[src/rtl/mpu_load_arbiter_pkg.sv]
// Shared types and matrix geometry for the MPU load arbiter.
// Also holds the dimension check used by both the arbiter and the load unit.
package mpu_load_arbiter_pkg;

    localparam int M               = 4;
    localparam int N               = 4;
    localparam int MBITS           = $clog2(M);
    localparam int NBITS           = $clog2(N);
    localparam int FP              = 32;
    localparam int MATRIX_REG_SIZE = 3;
    localparam int TOT_W           = MBITS + NBITS + 2;

    typedef enum logic [1:0] {
        ARB_IDLE,
        ARB_REQ,
        ARB_STREAM,
        ARB_DONE
    } arb_state_t;

    function automatic logic dims_ok(
        input logic [MBITS:0] m,
        input logic [NBITS:0] n
    );
        return (m != '0) && (n != '0)
            && (m <= (MBITS+1)'(M))
            && (n <= (NBITS+1)'(N));
    endfunction

endpackage

[src/rtl/mpu_load_arbiter_if.sv]
// Requester-side and load-unit-side signals of the load arbiter.
// slave is the arbiter's view; master is the surrounding MPU's view.
interface mpu_load_arbiter_if
    import mpu_load_arbiter_pkg::*;
#(
    parameter int NREQ = 2
);

    logic [NREQ-1:0]                      req_in;
    logic [NREQ-1:0][MBITS:0]             req_m_size_in;
    logic [NREQ-1:0][NBITS:0]             req_n_size_in;
    logic [NREQ-1:0][MATRIX_REG_SIZE-1:0] req_addr_in;
    logic [NREQ-1:0][FP-1:0]              req_element_in;
    logic [NREQ-1:0]                      req_grant_out;
    logic [NREQ-1:0]                      req_elem_ack_out;
    logic [NREQ-1:0]                      req_done_out;
    logic [NREQ-1:0]                      req_error_out;

    logic                       load_en_out;
    logic [MBITS:0]             load_m_size_out;
    logic [NBITS:0]             load_n_size_out;
    logic [MATRIX_REG_SIZE-1:0] load_addr_out;
    logic [FP-1:0]              load_element_out;
    logic                       load_ack_in;
    logic                       load_error_in;

    modport slave (
        input  req_in, req_m_size_in, req_n_size_in,
        input  req_addr_in, req_element_in,
        input  load_ack_in, load_error_in,
        output req_grant_out, req_elem_ack_out,
        output req_done_out, req_error_out,
        output load_en_out, load_m_size_out,
        output load_n_size_out, load_addr_out,
        output load_element_out
    );

    modport master (
        output req_in, req_m_size_in, req_n_size_in,
        output req_addr_in, req_element_in,
        output load_ack_in, load_error_in,
        input  req_grant_out, req_elem_ack_out,
        input  req_done_out, req_error_out,
        input  load_en_out, load_m_size_out,
        input  load_n_size_out, load_addr_out,
        input  load_element_out
    );

endinterface

[src/rtl/mpu_rr_picker.sv]
// Round-robin priority encoder: first set request at or above i_ptr,
// wrapping around. Purely combinational.
module mpu_rr_picker #(
    parameter int NREQ   = 2,
    parameter int RRBITS = $clog2(NREQ)
) (
    input  logic [NREQ-1:0]   i_req,
    input  logic [RRBITS-1:0] i_ptr,
    output logic              o_valid,
    output logic [RRBITS-1:0] o_idx
);

    always_comb begin
        logic [RRBITS-1:0] w_j;
        o_valid = 1'b0;
        o_idx   = '0;
        w_j     = '0;
        // scan downward so the nearest requester to i_ptr wins last
        for (int k = NREQ - 1; k >= 0; k--) begin
            w_j = RRBITS'((int'(i_ptr) + k) % NREQ);
            if (i_req[w_j]) begin
                o_valid = 1'b1;
                o_idx   = w_j;
            end
        end
    end

endmodule

[src/rtl/mpu_load_arbiter.sv]
// Round-robin arbiter sharing the matrix load unit between NREQ
// requesters; the grant is held for one full matrix transfer.
module mpu_load_arbiter
    import mpu_load_arbiter_pkg::*;
#(
    parameter int NREQ   = 2,
    parameter int RRBITS = $clog2(NREQ)
) (
    input  logic          clk,
    input  logic          rst,
    mpu_load_arbiter_if.slave bus
);

    arb_state_t                 r_state, w_state_nxt;
    logic [RRBITS-1:0]          r_ptr, w_ptr_nxt;
    logic [RRBITS-1:0]          r_idx, w_idx_nxt;
    logic [TOT_W-1:0]           r_cnt, w_cnt_nxt;
    logic [TOT_W-1:0]           r_total, w_total_nxt;
    logic [NREQ-1:0]            r_grant, w_grant_nxt;
    logic [NREQ-1:0]            r_done, w_done_nxt;
    logic [NREQ-1:0]            r_err, w_err_nxt;
    logic                       r_en, w_en_nxt;
    logic [MBITS:0]             r_m, w_m_nxt;
    logic [NBITS:0]             r_n, w_n_nxt;
    logic [MATRIX_REG_SIZE-1:0] r_addr, w_addr_nxt;

    logic                       w_pick_vld;
    logic [RRBITS-1:0]          w_pick_idx;
    logic                       w_pick_ok;
    logic                       w_last;
    logic [NREQ-1:0]            w_elem_ack;
    logic [FP-1:0]              w_elem;

    function automatic logic [RRBITS-1:0] ptr_inc(
        input logic [RRBITS-1:0] p
    );
        return (p == RRBITS'(NREQ - 1)) ? '0 : p + RRBITS'(1);
    endfunction

    mpu_rr_picker #(
        .NREQ   (NREQ),
        .RRBITS (RRBITS)
    ) u_picker (
        .i_req   (bus.req_in),
        .i_ptr   (r_ptr),
        .o_valid (w_pick_vld),
        .o_idx   (w_pick_idx)
    );

    assign w_pick_ok = w_pick_vld && dims_ok(
        bus.req_m_size_in[w_pick_idx],
        bus.req_n_size_in[w_pick_idx]);

    assign w_last = (r_cnt == r_total - TOT_W'(1));

    always_ff @(posedge clk or negedge rst) begin
        if (!rst) begin
            r_state <= ARB_IDLE;
            r_ptr   <= '0;
            r_idx   <= '0;
            r_cnt   <= '0;
            r_total <= '0;
            r_grant <= '0;
            r_done  <= '0;
            r_err   <= '0;
            r_en    <= 1'b0;
            r_m     <= '0;
            r_n     <= '0;
            r_addr  <= '0;
        end else begin
            r_state <= w_state_nxt;
            r_ptr   <= w_ptr_nxt;
            r_idx   <= w_idx_nxt;
            r_cnt   <= w_cnt_nxt;
            r_total <= w_total_nxt;
            r_grant <= w_grant_nxt;
            r_done  <= w_done_nxt;
            r_err   <= w_err_nxt;
            r_en    <= w_en_nxt;
            r_m     <= w_m_nxt;
            r_n     <= w_n_nxt;
            r_addr  <= w_addr_nxt;
        end
    end

    always_comb begin
        w_state_nxt = r_state;
        unique case (r_state)
            ARB_IDLE:
                if (w_pick_ok) w_state_nxt = ARB_REQ;
            ARB_REQ:
                if (bus.load_error_in)    w_state_nxt = ARB_IDLE;
                else if (bus.load_ack_in) w_state_nxt = ARB_STREAM;
            ARB_STREAM:
                if (w_last)                w_state_nxt = ARB_DONE;
                else if (!bus.load_ack_in) w_state_nxt = ARB_IDLE;
            ARB_DONE:
                w_state_nxt = ARB_IDLE;
            default:
                w_state_nxt = ARB_IDLE;
        endcase
    end

    always_comb begin
        w_ptr_nxt   = r_ptr;
        w_idx_nxt   = r_idx;
        w_cnt_nxt   = r_cnt;
        w_total_nxt = r_total;
        w_grant_nxt = r_grant;
        w_done_nxt  = '0;
        w_err_nxt   = '0;
        w_en_nxt    = r_en;
        w_m_nxt     = r_m;
        w_n_nxt     = r_n;
        w_addr_nxt  = r_addr;
        w_elem_ack  = '0;
        w_elem      = '0;
        unique case (r_state)
            ARB_IDLE: begin
                if (w_pick_ok) begin
                    w_idx_nxt               = w_pick_idx;
                    w_grant_nxt             = '0;
                    w_grant_nxt[w_pick_idx] = 1'b1;
                    w_en_nxt                = 1'b1;
                    w_m_nxt    = bus.req_m_size_in[w_pick_idx];
                    w_n_nxt    = bus.req_n_size_in[w_pick_idx];
                    w_addr_nxt = bus.req_addr_in[w_pick_idx];
                end else if (w_pick_vld) begin
                    // bad dimensions: reject without bothering the load unit
                    w_err_nxt[w_pick_idx] = 1'b1;
                    w_ptr_nxt = ptr_inc(w_pick_idx);
                end
            end
            ARB_REQ: begin
                if (bus.load_error_in) begin
                    w_err_nxt[r_idx] = 1'b1;
                    w_grant_nxt      = '0;
                    w_en_nxt         = 1'b0;
                    w_ptr_nxt        = ptr_inc(r_idx);
                end else if (bus.load_ack_in) begin
                    w_en_nxt    = 1'b0;
                    w_cnt_nxt   = '0;
                    w_total_nxt = TOT_W'(r_m) * TOT_W'(r_n);
                end
            end
            ARB_STREAM: begin
                w_elem_ack[r_idx] = 1'b1;
                w_elem            = bus.req_element_in[r_idx];
                w_cnt_nxt         = r_cnt + TOT_W'(1);
                if (w_last) begin
                    w_done_nxt[r_idx] = 1'b1;
                    w_grant_nxt       = '0;
                end else if (!bus.load_ack_in) begin
                    w_err_nxt[r_idx] = 1'b1;
                    w_grant_nxt      = '0;
                    w_ptr_nxt        = ptr_inc(r_idx);
                end
            end
            ARB_DONE: begin
                w_ptr_nxt = ptr_inc(r_idx);
            end
            default: begin
                w_grant_nxt = '0;
            end
        endcase
    end

    assign bus.req_grant_out    = r_grant;
    assign bus.req_elem_ack_out = w_elem_ack;
    assign bus.req_done_out     = r_done;
    assign bus.req_error_out    = r_err;
    assign bus.load_en_out      = r_en;
    assign bus.load_m_size_out  = r_m;
    assign bus.load_n_size_out  = r_n;
    assign bus.load_addr_out    = r_addr;
    assign bus.load_element_out = w_elem;

endmodule

[src/flat_wrapper.sv]
// flat-port wrapper written by rule: the top's interface ports become plain ports
module mpu_load_arbiter_flat import mpu_load_arbiter_pkg::*;
#(
    parameter int NREQ   = 2,
    parameter int RRBITS = $clog2(NREQ)
)
  (clk, rst, bus_req_in, bus_req_m_size_in, bus_req_n_size_in, bus_req_addr_in, bus_req_element_in, bus_load_ack_in, bus_load_error_in, bus_req_grant_out, bus_req_elem_ack_out, bus_req_done_out, bus_req_error_out, bus_load_en_out, bus_load_m_size_out, bus_load_n_size_out, bus_load_addr_out, bus_load_element_out);
  mpu_load_arbiter_if #(.NREQ(NREQ)) bus_i ();
  input  logic clk;
  input  logic rst;
  input wire logic [$bits(bus_i.req_in)-1:0] bus_req_in;
  input wire logic [$bits(bus_i.req_m_size_in)-1:0] bus_req_m_size_in;
  input wire logic [$bits(bus_i.req_n_size_in)-1:0] bus_req_n_size_in;
  input wire logic [$bits(bus_i.req_addr_in)-1:0] bus_req_addr_in;
  input wire logic [$bits(bus_i.req_element_in)-1:0] bus_req_element_in;
  input wire logic [$bits(bus_i.load_ack_in)-1:0] bus_load_ack_in;
  input wire logic [$bits(bus_i.load_error_in)-1:0] bus_load_error_in;
  output wire logic [$bits(bus_i.req_grant_out)-1:0] bus_req_grant_out;
  output wire logic [$bits(bus_i.req_elem_ack_out)-1:0] bus_req_elem_ack_out;
  output wire logic [$bits(bus_i.req_done_out)-1:0] bus_req_done_out;
  output wire logic [$bits(bus_i.req_error_out)-1:0] bus_req_error_out;
  output wire logic [$bits(bus_i.load_en_out)-1:0] bus_load_en_out;
  output wire logic [$bits(bus_i.load_m_size_out)-1:0] bus_load_m_size_out;
  output wire logic [$bits(bus_i.load_n_size_out)-1:0] bus_load_n_size_out;
  output wire logic [$bits(bus_i.load_addr_out)-1:0] bus_load_addr_out;
  output wire logic [$bits(bus_i.load_element_out)-1:0] bus_load_element_out;
  assign bus_i.req_in = bus_req_in;
  assign bus_i.req_m_size_in = bus_req_m_size_in;
  assign bus_i.req_n_size_in = bus_req_n_size_in;
  assign bus_i.req_addr_in = bus_req_addr_in;
  assign bus_i.req_element_in = bus_req_element_in;
  assign bus_i.load_ack_in = bus_load_ack_in;
  assign bus_i.load_error_in = bus_load_error_in;
  assign bus_req_grant_out = bus_i.req_grant_out;
  assign bus_req_elem_ack_out = bus_i.req_elem_ack_out;
  assign bus_req_done_out = bus_i.req_done_out;
  assign bus_req_error_out = bus_i.req_error_out;
  assign bus_load_en_out = bus_i.load_en_out;
  assign bus_load_m_size_out = bus_i.load_m_size_out;
  assign bus_load_n_size_out = bus_i.load_n_size_out;
  assign bus_load_addr_out = bus_i.load_addr_out;
  assign bus_load_element_out = bus_i.load_element_out;
  mpu_load_arbiter #(.NREQ(NREQ), .RRBITS(RRBITS)) u_core (.clk(clk), .rst(rst), .bus(bus_i));
endmodule
[config.mk]
export PLATFORM = sky130hd
export DESIGN_NAME = mpu_load_arbiter_flat
export DESIGN_NICKNAME = d
export VERILOG_FILES = /design/src/rtl/mpu_load_arbiter_pkg.sv /design/src/rtl/mpu_load_arbiter_if.sv /design/src/rtl/mpu_rr_picker.sv /design/src/rtl/mpu_load_arbiter.sv /design/src/flat_wrapper.sv
export SDC_FILE = /design/constraint.sdc
export NUM_CORES = 1
export LEC_CHECK = 0
export CORE_MARGIN = 2
export CORE_UTILIZATION = 43
export DETAILED_ROUTE_END_ITERATION = 10
export PLACE_DENSITY = 0.85
export SYNTH_ARGS = -nofsm -noshare
export SYNTH_HDL_FRONTEND = slang
export SYNTH_SLANG_ARGS = --single-unit
[constraint.sdc]
create_clock -name clk -period 4.25 [get_ports clk]
set_input_delay 0.425 -clock clk [delete_from_list [all_inputs] [get_ports clk]]
set_output_delay 0.425 -clock clk [all_outputs]
set_load 0.03 [all_outputs]
# Word-level counts from Yosys, hierarchy flattened
# Index checks and enable logic that the tools add are counted.
dict set report totals {
  reg_bits 32
  inputBits 88
  out_inout_bits 50
  wordCells 115
}
dict set report op_classes {
  add_sub_neg 5
  n_mul 1
  magnitude_cmp 8
  eq_ne 14
  n_mux 55
  bitwise 1
  reduce_logical 19
}
# op count
set ops {}
lappend ops {{32-bit 2-to-1 mux} 3}
lappend ops {{2-bit 2-to-1 mux} 16}
lappend ops {{1-bit 2-to-1 mux} 20}
lappend ops {{3-bit 2-to-1 mux} 6}
lappend ops {{6-bit 2-to-1 mux} 2}
lappend ops {{2-bit != test (second input constant)} 6}
lappend ops {{2-bit case mux with 3 select lines} 2}
lappend ops {{6-bit case mux with 2 select lines} 1}
lappend ops {{3-bit AND reduction} 4}
lappend ops {{3-bit nonzero test} 3}
lappend ops {{1-bit by 2-bit less-than comparator with 1-bit output (second input constant)} 4}
lappend ops {{2-bit case mux with 4 select lines} 1}
lappend ops {{6-bit by 1-bit adder with 6-bit output (second input constant)} 1}
lappend ops {{6-bit equality test} 1}
lappend ops {{3-bit less-or-equal comparator (second input constant)} 2}
lappend ops {{1-bit logical AND} 6}
lappend ops {{3-bit by 3-bit multiplier with 6-bit output} 1}
lappend ops {{6-bit by 1-bit subtractor with 6-bit output (second input constant)} 1}
lappend ops {{5-bit AND reduction} 1}
lappend ops {{2-bit equality test (second input constant)} 2}
lappend ops {{2-bit by 1-bit != test with 1-bit output (second input constant)} 2}
lappend ops {{1-bit case mux with 4 select lines} 1}
lappend ops {{4-bit AND reduction} 1}
lappend ops {{2-bit nonzero test} 2}
lappend ops {{other kinds (10)} 14}

# Logic depth before layout (Yosys ltp)
dict set report logic_depth {
  word_depth 14
  ltp_mapped 8
  mapped_depth_nobuf 8
}

# Cells and area by module
# Synthesis repeated with hierarchy kept, for this count alone.
dict set report hier_totals {
  hier_cells 277
  area_unflattened_um2 2466.1
}
# module n_inst cells_per_inst area_each_um2 seq_area_each_um2
set modules_own_cells {}
lappend modules_own_cells {mpu_load_arbiter 1 274 2448.6 800.8}
lappend modules_own_cells {mpu_rr_picker 1 3 17.5 0.0}

# Worst setup path after synthesis
# OpenSTA, ideal clock, no wires.
dict set report synth_path {
  kind {register to output}
  from {register u_core.r_state[0]}
  to {output port bus_load_element_out[0]}
  arrival_time_ps 1756
  required_ps 3825
  setup_slack_ps 2069
  stages_incl_launch_ff 6
  n_path_buf 2
  path_cell_list {dfrtp_1 -> inv_1 -> ha_1 -> clkbuf_1 -> clkbuf_1 -> nor2b_1}
}
dict set report synth_between {
  elab_chain_cells 2
}
# item line_no
set synth_lines {}
lappend synth_lines {{start, declared} mpu_load_arbiter.sv:14} ;# arb_state_t r_state, w_state_nxt;
lappend synth_lines {{start signal, assigned} mpu_load_arbiter.sv:71} ;# r_state <= w_state_nxt;
lappend synth_lines {{2-bit equality test} mpu_load_arbiter.sv:118} ;# unique case (r_state)
lappend synth_lines {{32-bit 2-to-1 mux} mpu_load_arbiter.sv:118}
lappend synth_lines {{end, declared} flat_wrapper.sv:26} ;# output wire logic [$bits(bus_i.load_element_out)-1:0] bus_load_element_out;
# No other way between the ends.

# Worst setup path after layout
dict set report layout_path {
  from {register u_core.r_state[0]}
  to {output port bus_load_element_out[8]}
}
# Same word-level chain as after synthesis.

==> run summary <==
buffers added on ports = 137
critical path endpoint category = output port
Sw Share = 43.56%
area of the die = 6641 um^2
flops & latches, synth = 32
worst min-delay path class = reg -> reg
Post-Place Cells = 505
drt pass-1 iters = 4
main flop type after synthesis = dfrtp_1
via count normalized by instance count = 5.019
CTS root buf = clkbuf_8
clock share of power = 14.1%
uppermost routed layer = met4
required time worst endpoint = 3.83 ns
post-route cell area = 4143 um^2
cell with the largest stage delay on the worst path = ha_1
R2R Path End = u_core.r_ptr
instance count of the mapped netlist = 304
count of antenna-violating nets left after detailed routing = 0
global route total overflow = 0
cell breakdown of the critical path = inv_1, ha_1, nor2b_1, clkdlybuf4s50_1
count of instances resized after the clock tree is built = 0
count of unique library cells instantiated by Yosys = 41
Post CTS Setup Buffer Count = 0
Post-Route WL = 7653 um
Worst R2R Setup Slack = 1.70 ns
CTS H-tree lvls = 2
maximum buffer depth of the clock tree = 2
global-route wire length before repair = 11850 um
largest net degree at the start of global routing = 40
vias in the first global route = 2507
clock transition time at the flip-flop clock pins of the worst setup and hold paths = 0.06 ns
final setup fails = 0
fraction of layout cells with a size suffix above 1 = 4.566%
Largest stage delay, worst path = 0.81 ns
netlist area before placement = 2582 um^2
FF-to-FF Start = u_core.r_state[0]
Core ar. = 5851 um^2
sequential share of the synthesized area = 31.01%
number of non-filler instances in the completed layout = 513
placed wire-length estimate = 6000 um
maximum fanout count along the critical path = 36
Final Slew Violations = 0
post-synth top area share = 31.01%
routed length on met2 = 3976 um
placer's final routability congestion estimate = 0.8474
count of standard-cell rows = 28
VDD IR-drop max = 379.7 uV
final hold violations = 0
Filler Cell Count = 453
total negative setup slack = 0 ns
starting utilization of the core area = 44.14%
commonest cells in the netlist = 41 x nand2_1, 36 x nor2b_1, 33 x mux2i_1, 32 x dfrtp_1, 29 x nor2_1
post-layout minimum cycle time = 3.045 ns
area added between synthesis and finish = 60.42%
syn avg cell area = 8.495 um^2
I/O pin count = 138
type of element launching the critical path = flop
post-cts hold buffer count = 0
RSZ-0062 raised after global routing = no
Buf+Inv Stages, Crit Path = 2
Worst Max-Slew Pin Slew = 1.034 ns
total number of clock tree sinks = 32
depth of the worst hold-timing path = 1
clock latency reported for the late side of the worst-skew pair = 0.29 ns
antenna diode instance count = 0
share of synthesized flip-flops with an asynchronous set or reset = 100.0%
number of enable-type register cells in the synthesized netlist = 0
die span in x = 81.50 um
switching power = 990.1 uW
Synthesized Nets = 407
Die Height = 81.50 um
start point of the worst hold path = u_core.bus.req_grant_out[1]
cell family with the largest share of critical-path delay = buffers and inverters
number of buffers created by CTS = 5
Internal = 1283 uW
Endpoint, Worst Hold = u_core.bus.req_grant_out[1]
peak clock frequency supported by timing = 0.3284 GHz
period utilisation layout = 71.64%
post-route met1 wirelength = 3258 um
fin nets = 540
sequential cell fraction of total power = 27.0%
most common cell in the netlist = nand2_1
total power divided by cell area = 548.6 nW/um^2
Critical Path AT = 2.62 ns
number of violations of the max-capacitance limit = 0
run status = finished clean
residual DRC count = 0
area of all sequential standard cells = 802.0 um^2
antenna violations before repair = 0
drt wl/cell = 14.92 um
cell leakage power = 0.001857 uW
Ys Warns = 0
worst relative slew slack = 31.09%
TritonCTS clock tree = done
library cell with the largest summed area after synthesis = dfrtp_1
Overall Power = 2273 uW
Gate power share = 58.9%
reg2reg path depth = 6
total global routing track utilization = 22.98%
via count = 2575
placed inst area = 4016 um^2
Critical Setup Path Class = reg -> out
sum of met3 wire segment lengths after detailed routing = 291 um
largest cells by area after synthesis = dfrtp_1 31%, mux2i_1 13%, nor2b_1 8.7%, ha_1 6.3%, nand2_1 6.0%
initial drt markers = 121
Multi-input gate area = 1674 um^2
Setup Skew = 0.006053 ns
==> how the worst max path moves through the flow <==
| stage | from | end | slack (ns) | depth (start not counted) |
|---|---|---|---|---|
| after floorplan | u_core.r_state[0] | bus_load_element_out[0] | 2.07 | 5 |
| after global placement | u_core.r_state[0] | bus_load_element_out[8] | 1.62 | 4 |
| after detailed placement | u_core.r_state[0] | bus_load_element_out[21] | 1.55 | 4 |
| after CTS | u_core.r_state[0] | bus_load_element_out[21] | 1.23 | 4 |
| after global routing | u_core.r_state[0] | bus_load_element_out[8] | 1.02 | 4 |
| final | u_core.r_state[0] | bus_load_element_out[8] | 1.21 | 4 |
==> cells by family (layout without fill, tap and decap cells) <==
logic type                 Yosys count  in the layout  synth area share (%)
and+or+nand+nor                    132            132                 25.58
AOI/OAI and AO/OA                   49             49                 12.60
muxes                               39             39                 15.41
DFF                                 32             32                 31.01
buffers and inverters               27            161                 4.166
adders and majority gates           15             15                 7.849
xor gates and xnor gates            10             10                 3.392
==> through the flow <==
step	hold slack, ns	util, %	worst slack (ns)
after floorplan	0.1294	-	2.069
after global placement	0.4733	68.65	1.620
after detailed placement	0.4875	68.65	1.551
after CTS	0.5063	70.81	1.229
after global routing	0.5317	70.81	1.024
final	0.4987	70.81	1.205
==> worst register-to-register path, cell delays in order, from the launching register on <==
cell      delay, ns
dfrtp_1        0.43
inv_1          0.13
ha_1           0.81
buf_4          0.35
nand4_1        0.21
nand4b_1       0.17
mux2_1         0.33
==> power groups by stage <==
stage | clock (uW) | sequential (uW) | combinational, uW
finish | 321 | 613 | 1340
global route | 342 | 636 | 1490
CTS | 328 | 612 | 1350
detailed placement | 0 | 615 | 1330
global placement | 0 | 609 | 1300
floorplan | 0 | 642 | 837
==> layer usage <==
layer / global-route usage [%] / vias up
li1: - / 1306
met1: 30.10 / 1190
met2: 38.28 / 66
met3: 5.055 / 13
met4: 6.271 / 0
met5: 0 / -
==> placed cells by master, fill, tap and decap left out, types with 4 or more instances in the layout <==
master,count
clkdlybuf4s50_1,137
nand2_1,41
nor2b_1,36
mux2i_1,33
dfrtp_1,31
nor2_1,29
o21ai_0,14
ha_1,13
inv_1,12
a31oi_1,12
xnor2_1,8
clkbuf_8,7
and2_1,6
o21ai_1,5
or3_1,5
a21oi_1,4
buf_4,4
==> cell type report <==
| cell class | count | area share (%) |
|---|---|---|
| clock inverters | 1 | 0.7249 |
| repair buffers | 141 | 33.83 |
| inverters | 12 | 1.087 |
| multi-input cells | 245 | 40.41 |
| clock buffers | 7 | 2.326 |
| flip-flops and latches | 32 | 19.36 |
| well taps | 75 | 2.265 |
==> registers in the layout, indices dropped and copies added (netlist names) <==
signal and count:
u_core.bus.req_grant_out 2, u_core.bus.load_m_size_out 3, u_core.r_state 2, u_core.bus.load_en_out 1
u_core.r_cnt 6, u_core.bus.load_n_size_out 3, u_core.bus.load_addr_out 3, u_core.r_idx 1
u_core.r_total 6, u_core.bus.req_error_out 2, u_core.bus.req_done_out 2, u_core.r_ptr 1
Note: power is estimated with default switching activity, not from simulation.
